`config.mk`:
```
export PLATFORM = sky130hd
export DESIGN_NAME = spi_master_mc
export DESIGN_NICKNAME = d
export VERILOG_FILES = /design/src/rtl/spi_master_mc.sv
export SDC_FILE = /design/constraint.sdc
export NUM_CORES = 1
export LEC_CHECK = 0
export CORE_MARGIN = 3
export CORE_UTILIZATION = 50
export CTS_BUF_LIST = sky130_fd_sc_hd__clkbuf_4 sky130_fd_sc_hd__clkbuf_8 sky130_fd_sc_hd__clkbuf_16
export DETAILED_ROUTE_END_ITERATION = 10
export HOLD_SLACK_MARGIN = 0.05
export PLACE_DENSITY = 0.89
export SYNTH_ARGS = -nofsm -noshare
export SYNTH_HDL_FRONTEND = slang
export SYNTH_SLANG_ARGS = --single-unit
export TNS_END_PERCENT = 20
```
`constraint.sdc`:
```
create_clock -name clk -period 5.9 [get_ports clk]
set_clock_uncertainty 0.2 [all_clocks]
set_input_delay 0.59 -clock clk [delete_from_list [all_inputs] [get_ports clk]]
set_output_delay 0.59 -clock clk [all_outputs]
set_load 0.02 [all_outputs]
```
`src/rtl/spi_master_mc.sv`:
```
// spi_master_mc: register-mapped SPI master with multiple chip selects.
// Ports:
//   clk, rst_n            system clock, synchronous active-low reset
//   addr, wdata, we, re   register bus (0 CTRL, 1 TXDATA, 2 RXDATA, 3 STATUS)
//   rdata                 read data, combinational from addr, zero-extended
//   busy                  high while a transfer is in progress
//   spi_clk, spi_mosi     serial clock and data out
//   spi_miso              serial data in
//   spi_cs_n              active-low chip selects
module spi_master_mc #(
    parameter int unsigned DATA_W = 8,
    parameter int unsigned NUM_CS = 4,
    parameter int unsigned DIV_W  = 8
) (
    input  logic              clk,
    input  logic              rst_n,
    input  logic [1:0]        addr,
    input  logic [31:0]       wdata,
    input  logic              we,
    input  logic              re,
    output logic [31:0]       rdata,
    output logic              busy,
    output logic              spi_clk,
    output logic              spi_mosi,
    input  logic              spi_miso,
    output logic [NUM_CS-1:0] spi_cs_n
);
    localparam int unsigned HALF_W = $clog2(2 * DATA_W);
    localparam logic [1:0] A_CTRL = 2'd0;
    localparam logic [1:0] A_TX   = 2'd1;
    localparam logic [1:0] A_RX   = 2'd2;
    localparam logic [1:0] A_STAT = 2'd3;

    typedef enum logic [1:0] {IDLE = 2'd0, ASSERT = 2'd1, SHIFT = 2'd2, FINISH = 2'd3} state_t;

    state_t              state_q, state_d;
    logic [DIV_W-1:0]    cnt_q, cnt_d;
    logic [HALF_W-1:0]   half_q, half_d;
    logic [DATA_W-1:0]   tx_q, tx_d, rx_q, rx_d, rx_data_q, rx_data_d;
    logic                rx_valid_q, rx_valid_d, overrun_q, overrun_d;
    logic                mosi_q, mosi_d, sclk_q, sclk_d, busy_q, busy_d;
    logic [NUM_CS-1:0]   cs_n_q, cs_n_d;
    // Software-visible CTRL fields
    logic [DIV_W-1:0]    div_q, div_d;
    logic                cpol_q, cpol_d, cpha_q, cpha_d, cs_hold_q, cs_hold_d;
    logic [3:0]          cs_idx_q, cs_idx_d;
    // Per-transfer snapshot of CTRL
    logic [DIV_W-1:0]    xdiv_q, xdiv_d;
    logic                xcpha_q, xcpha_d, xhold_q, xhold_d;
    logic [3:0]          xidx_q, xidx_d;

    logic wr_ctrl, wr_tx, wr_stat, rd_rx, t_done, shift_ev, sample_ev;
    logic [31:0] ctrl_rd;
    logic unused_wdata;

    assign unused_wdata = ^wdata;

    // One-hot active-low decode; out-of-range index selects nothing
    function automatic logic [NUM_CS-1:0] cs_decode(input logic [3:0] idx);
        logic [NUM_CS-1:0] v;
        v = '1;
        for (int i = 0; i < NUM_CS; i++) begin
            if (idx == 4'(i)) v[i] = 1'b0;
        end
        return v;
    endfunction

    // State register
    always_ff @(posedge clk) begin
        if (!rst_n) begin
            state_q    <= IDLE;
            cnt_q      <= '0;
            half_q     <= '0;
            tx_q       <= '0;
            rx_q       <= '0;
            rx_data_q  <= '0;
            rx_valid_q <= 1'b0;
            overrun_q  <= 1'b0;
            mosi_q     <= 1'b0;
            sclk_q     <= 1'b0;
            busy_q     <= 1'b0;
            cs_n_q     <= '1;
            div_q      <= '0;
            cpol_q     <= 1'b0;
            cpha_q     <= 1'b0;
            cs_hold_q  <= 1'b0;
            cs_idx_q   <= '0;
            xdiv_q     <= '0;
            xcpha_q    <= 1'b0;
            xhold_q    <= 1'b0;
            xidx_q     <= '0;
        end else begin
            state_q    <= state_d;
            cnt_q      <= cnt_d;
            half_q     <= half_d;
            tx_q       <= tx_d;
            rx_q       <= rx_d;
            rx_data_q  <= rx_data_d;
            rx_valid_q <= rx_valid_d;
            overrun_q  <= overrun_d;
            mosi_q     <= mosi_d;
            sclk_q     <= sclk_d;
            busy_q     <= busy_d;
            cs_n_q     <= cs_n_d;
            div_q      <= div_d;
            cpol_q     <= cpol_d;
            cpha_q     <= cpha_d;
            cs_hold_q  <= cs_hold_d;
            cs_idx_q   <= cs_idx_d;
            xdiv_q     <= xdiv_d;
            xcpha_q    <= xcpha_d;
            xhold_q    <= xhold_d;
            xidx_q     <= xidx_d;
        end
    end

    // Next-state, register file and shift control
    always_comb begin
        state_d    = state_q;
        cnt_d      = '0;
        half_d     = half_q;
        tx_d       = tx_q;
        rx_d       = rx_q;
        rx_data_d  = rx_data_q;
        rx_valid_d = rx_valid_q;
        overrun_d  = overrun_q;
        mosi_d     = mosi_q;
        sclk_d     = sclk_q;
        busy_d     = busy_q;
        cs_n_d     = cs_n_q;
        div_d      = div_q;
        cpol_d     = cpol_q;
        cpha_d     = cpha_q;
        cs_hold_d  = cs_hold_q;
        cs_idx_d   = cs_idx_q;
        xdiv_d     = xdiv_q;
        xcpha_d    = xcpha_q;
        xhold_d    = xhold_q;
        xidx_d     = xidx_q;
        shift_ev   = 1'b0;
        sample_ev  = 1'b0;

        wr_ctrl = we && (addr == A_CTRL);
        wr_tx   = we && (addr == A_TX);
        wr_stat = we && (addr == A_STAT);
        rd_rx   = re && (addr == A_RX);
        t_done  = (cnt_q == xdiv_q);

        if (rd_rx) rx_valid_d = 1'b0;
        if (wr_stat && wdata[2]) overrun_d = 1'b0;
        if ((state_q != IDLE) && (wr_ctrl || wr_tx)) overrun_d = 1'b1;

        case (state_q)
            IDLE: begin
                sclk_d = cpol_q;
                if (wr_ctrl) begin
                    div_d     = wdata[DIV_W-1:0];
                    cpol_d    = wdata[16];
                    cpha_d    = wdata[17];
                    cs_idx_d  = wdata[23:20];
                    cs_hold_d = wdata[24];
                    sclk_d    = wdata[16];
                    // Release a held CS when hold drops or the target changes
                    if (!wdata[24] || (wdata[23:20] != xidx_q)) cs_n_d = '1;
                end else if (wr_tx) begin
                    state_d = ASSERT;
                    busy_d  = 1'b1;
                    xdiv_d  = div_q;
                    xcpha_d = cpha_q;
                    xhold_d = cs_hold_q;
                    xidx_d  = cs_idx_q;
                    cs_n_d  = cs_decode(cs_idx_q);
                    rx_d    = '0;
                    // cpha=0 presents the MSB before the first clock edge
                    if (!cpha_q) begin
                        mosi_d = wdata[DATA_W-1];
                        tx_d   = {wdata[DATA_W-2:0], 1'b0};
                    end else begin
                        tx_d   = wdata[DATA_W-1:0];
                    end
                end
            end
            ASSERT: begin
                cnt_d = cnt_q + DIV_W'(1);
                if (t_done) begin
                    cnt_d     = '0;
                    state_d   = SHIFT;
                    half_d    = '0;
                    sclk_d    = ~sclk_q;
                    shift_ev  = xcpha_q;
                    sample_ev = ~xcpha_q;
                end
            end
            SHIFT: begin
                cnt_d = cnt_q + DIV_W'(1);
                if (t_done) begin
                    cnt_d = '0;
                    if (half_q == HALF_W'(2 * DATA_W - 1)) begin
                        state_d = FINISH;
                    end else begin
                        half_d = half_q + HALF_W'(1);
                        sclk_d = ~sclk_q;
                        // Odd current half means the next edge is a leading one
                        if (half_q[0]) begin
                            shift_ev  = xcpha_q;
                            sample_ev = ~xcpha_q;
                        end else begin
                            shift_ev  = ~xcpha_q;
                            sample_ev = xcpha_q;
                        end
                    end
                end
            end
            FINISH: begin
                cnt_d = cnt_q + DIV_W'(1);
                if (t_done) begin
                    cnt_d      = '0;
                    state_d    = IDLE;
                    busy_d     = 1'b0;
                    rx_data_d  = rx_q;
                    rx_valid_d = 1'b1;
                    if (rx_valid_q) overrun_d = 1'b1;
                    if (!xhold_q) cs_n_d = '1;
                end
            end
            default: state_d = IDLE;
        endcase

        if (shift_ev) begin
            mosi_d = tx_q[DATA_W-1];
            tx_d   = {tx_q[DATA_W-2:0], 1'b0};
        end
        if (sample_ev) rx_d = {rx_q[DATA_W-2:0], spi_miso};
    end

    // Register read mux
    always_comb begin
        ctrl_rd            = '0;
        ctrl_rd[DIV_W-1:0] = div_q;
        ctrl_rd[16]        = cpol_q;
        ctrl_rd[17]        = cpha_q;
        ctrl_rd[23:20]     = cs_idx_q;
        ctrl_rd[24]        = cs_hold_q;
        rdata              = '0;
        case (addr)
            A_CTRL:  rdata = ctrl_rd;
            A_TX:    rdata = '0;
            A_RX:    rdata = 32'(rx_data_q);
            default: rdata = {29'd0, overrun_q, rx_valid_q, busy_q};
        endcase
    end

    assign busy     = busy_q;
    assign spi_clk  = sclk_q;
    assign spi_mosi = mosi_q;
    assign spi_cs_n = cs_n_q;

endmodule

```
-- After elaboration in Yosys (flattened, before gate mapping)
Index checks and enable logic that the tools add are counted.
- add/sub/neg operators: 2
- equality and inequality tests: 25
- muxes and demuxes: 63
- bitwise operators: 5
- reductions and logical operators: 34
- operator list (cell ; number):
    $pmux W25 S3 ; 1
    $mux W8 ; 9
    $mux W1 ; 32
    $mux W4 ; 8
    $ne A2 B2 Y1 const B ; 8
    $pmux W4 S2 ; 2
    $reduce_and A4 Y1 ; 4
    $reduce_bool A2 Y1 ; 7
    $mux W2 ; 6
    $reduce_and A3 Y1 ; 3
    $add A8 B1 Y8 const B ; 1
    $eq A2 B2 Y1 const B ; 4
    $eq A4 B2 Y1 const B ; 2
    $eq A8 B8 Y1 ; 1
    $pmux W2 S4 ; 1
    $logic_and A1 B1 Y1 ; 6
    $ne A2 B1 Y1 const B ; 3
    $ne A3 B3 Y1 const B ; 2
    $pmux W1 S2 ; 3
    $reduce_and A6 Y1 ; 1
    $reduce_or A3 Y1 ; 2
    $not A1 Y1 ; 5
    $reduce_and A5 Y1 ; 1
    $add A4 B1 Y4 const B ; 1
    12 further kinds ; 16
- flip-flop bits (word level): 76
- input bits: 39
- output and inout port bits: 39
- logic and storage cells: 151

-- Longest topological paths before layout
- depth in word-level cells: 8
- gate-level depth with buffers: 9
- mapped depth without buffers: 7

-- Worst setup path before layout
No wires, ideal clock.
- path type: input to output
- from: input port addr[1]
- to: output port rdata[3]
- arrival time: 1.547 ns
- setup slack: 3.563 ns
- stages on the path: 4
- buffers on the path: 2
- cells stage by stage: buf_2 > clkbuf_1 > mux2i_1 > nor2_1
- longest elaborated chain between the ends: 2
- elaborated cells between the ends (all ways): 4
- those cells by class: 2 x eq/ne; 1 x mux; 1 x reduce/logical
- RTL lines (element ; line ; text):
    start: declaration ; 17 ; input logic [1:0] addr,
    $eq A2 B2 Y1, or another cell as far along ; 245 ; case (addr)
    $pmux W25 S3 (*) ; 245 ;
    end: declaration ; 21 ; output logic [31:0] rdata,
Every way passes the cells marked *; elsewhere a longest branch is shown, timed or not.

-- Final worst setup path
- from: input port addr[1]
- to: output port rdata[17]
Same word-level chain as after synthesis.

==> flow_summary.yaml <==
run_status:
  outcome: "complete, no violations"
floorplan:
  dieHeight_um: 92.8
  ios: 78
  die_x_um: 92.8
  rows: 31
  dieArea_um2: 8600
  start_util: 0.516
  core-area_um2: 7290
timing:
  finalHoldViolCount: 0
  slew_headroom: 0.275
  fmax_ghz: 0.269
  post-route-min-period_ns: 3.71
  setup_violations: 0
  tightest_slew_ns: 1.09
  slew_viol_final: 0
  timing.final.crit_share: 0.630
  grt_setup_unrepaired: "false"
  finalSetupTns_ns: 0
cts:
  cts_tree: "built"
  cts-root-buf: "clkbuf_8"
  cts.reportedPaths.clkPinSlew_ns: 0.07
  cts_buffers: 9
  htree_levels: 3
  postCtsSetupBuffers: 0
  cts_hold_buf: 0
  post_cts_resized: 0
  clkSinkCount: 76
  clk_latency_ns: 0.36
  cts_buffer_depth: 2
yosys:
  avgSynthCellArea_um2: 8.25
  synth-seq-area-share: 0.404
  synthArstFlopShare: 0
  synthCells: 456
  synth-edff-count: 0
  synth_warnings: 0
  yosys_register_bits: 76
  netlist_area_um2: 3760
  yosys.cell_types.count: 49
  synth_flop_cell: "dfxtp_1"
pwr:
  power.internal_mw: 0.998
  cellPowerDensity_nw_per_um2: 320
  pwr-share-seq: 0.407
  pwr-share-comb: 0.227
  p_switching_mw: 0.417
  p_clk_frac: 0.366
  p_sw_frac: 0.295
  p_total_mw: 1.42
  ir_worst_vdd_v: 0.000125
  p_leak_nw: 1.63
final_layout:
  fin_util: 0.606
  fill_cells: 609
  nets: 528
  fin_area_um2: 4420
  area_delta_synth_final_pct: 17.4
  diodes: 0
  final_layout_size_suffix_gt1_frac: 0.0533
place:
  postPlaceCellArea_um2: 4150
  io_buffers: 43
  gp_congestion: 0.790
  dp_hpwl_mm: 6.01
route:
  num_vias: 3280
  drt-total-wl_mm: 8.93
  firstDrtPassIters: 5
  ant_nets: 0
  via_per_inst: 5.59
  route.detailed.drc: 0
  wire_per_inst_um: 15.2
  drt_iter0_markers: 198
setup_path:
  end_kind: "output port"
  r2r-start: "state_q[0]"
  worst_setup_path_start_kind: "input port"
  reg2reg_to: "rx_q[5]"
  cp.arrival_ns: 2.92
  worst-setup-path-type: "input port to output port"
  cp_max_fo: 18
  ff2ff_setup_slack_ns: 3.18
  cp.required_ns: 5.11
  crit_start: "addr[1]"
  reg2regPathDepth: 7
hold_path:
  hold_depth: 2
  hold_start: "tx_q[5]"
  holdCritPathClass: "register to register"
  hold_end: "tx_q[6]"
grt:
  grt_pass1_vias: 3047
  grt_use_total: 0.211
  grt_pass1_wl_mm: 14.4
  grt_overflow_total: 0
  grt_max_degree: 56
  antenna_found_initial: 0
run:
  cap_violations: 0
-- logic make-up after synthesis --
logic type,Yosys count,synth area share
AND/OR/NAND/NOR,188,0.237
multiplexers,37,0.0991
flip-flops,76,0.404
AO/OA/AOI/OAI,77,0.122
adder cells (fa/ha/maj),6,0.0199
buffers and inverters,52,0.0718
other,1,0.000996
XOR/XNOR,19,0.0442
-- critical path, cell delays in order --
cell and delay (ns):
clkdlybuf4s50_1 0.83, nor2_1 0.67, and2_1 0.21, clkdlybuf4s50_1 0.60
-- cell type report --
type | count | area, um2 | share of cell area
Multi-Input combinational cell | 344 | 2030 | 0.460
Sequential cell | 76 | 1520 | 0.344
Timing Repair Buffer | 45 | 445 | 0.101
Clock buffer | 13 | 179 | 0.0405
Tap cell | 99 | 124 | 0.0280
Clock inverter | 3 | 90.1 | 0.0204
Inverter | 7 | 26.3 | 0.00595
-- metal layers --
layer,part of all wire,track usage
met5,0,0
met1,0.42,0.255
met2,0.50,0.361
met4,0.017,0.0794
met3,0.064,0.0528
-- power groups by stage --
| stage | logic [mW] | registers (mW) | clock network, mW |
|---|---|---|---|
| global placement | 0.303 | 0.585 | 0 |
| detailed placement | 0.314 | 0.588 | 0 |
| floorplan | 0.230 | 0.590 | 0 |
| finish | 0.321 | 0.576 | 0.518 |
| CTS | 0.317 | 0.576 | 0.519 |
| global route | 0.346 | 0.580 | 0.544 |
-- registers in the layout (all words and copies together) (netlist names), 2 cells and up --
| name | cells |
|---|---|
| xidx_q | 4 |
| half_q | 4 |
| xdiv_q | 8 |
| cs_idx_q | 4 |
| rx_data_q | 8 |
| rx_q | 8 |
| div_q | 8 |
| state_q | 2 |
| cnt_q | 8 |
| spi_cs_n | 4 |
| tx_q | 8 |
-- stage by stage --
step | hold slack, ns | setup WS, ns | instances
2_1_floorplan | 0.236 | 3.56 | 472
3_3_place_gp | 0.241 | 2.27 | 571
3_5_place_dp | 0.251 | 2.23 | 571
4_1_cts | 0.263 | 2.23 | 587
5_1_grt | 0.281 | 2.06 | 587
6_report | 0.263 | 2.19 | 587
-- how the worst max path moves through the flow --
| stage | to | slack [ns] | cells after the start |
|---|---|---|---|
| floorplan | rdata[3] | 3.56 | 4 |
| global placement | rdata[16] | 2.27 | 4 |
| detailed placement | rdata[20] | 2.23 | 4 |
| CTS | rdata[17] | 2.23 | 4 |
| global route | rdata[17] | 2.06 | 4 |
| finish | rdata[17] | 2.19 | 4 |
-- layout by cell type (no fill, tap or decap), types with 3 or more instances in the layout --
master / Yosys / routed
ha_1: 6 / 6
and3_1: 6 / 6
a21oi_1: 49 / 49
bufinv_16: 0 / 3
inv_1: 6 / 6
a311oi_1: 3 / 3
nand2_1: 92 / 92
and2_1: 9 / 9
xor2_1: 13 / 13
xnor2_1: 6 / 6
nand4_1: 8 / 8
dfxtp_1: 76 / 76
nor2_1: 29 / 29
clkbuf_8: 0 / 13
clkdlybuf4s50_1: 0 / 43
o21ai_0: 5 / 5
conb_1: 1 / 17
nand3_1: 26 / 26
o211ai_1: 7 / 7
mux2i_1: 35 / 35
-- cells in the mapped netlist (2+ instances only) --
cell | number | share of area
nor3_1 | 2 | 0.0027
o21ai_0 | 5 | 0.0066
nor4_4 | 2 | 0.011
ha_1 | 6 | 0.020
xor2_1 | 13 | 0.030
nand3b_1 | 2 | 0.0040
a211o_1 | 2 | 0.0047
buf_1 | 3 | 0.0030
dfxtp_1 | 76 | 0.40
buf_4 | 18 | 0.036
a21oi_1 | 49 | 0.065
and2_1 | 9 | 0.015
nand2_1 | 92 | 0.092
and3_1 | 6 | 0.010
nand4_1 | 8 | 0.013
nand2b_1 | 2 | 0.0033
nor2b_1 | 2 | 0.0033
a311oi_1 | 3 | 0.0070
mux2i_1 | 35 | 0.093
inv_1 | 6 | 0.0060
clkbuf_1 | 18 | 0.018
o211ai_1 | 7 | 0.014
nand3_1 | 26 | 0.035
nor2_1 | 29 | 0.029
buf_2 | 6 | 0.0080
xnor2_1 | 6 | 0.014
Note: power is estimated with default switching activity, not from simulation.
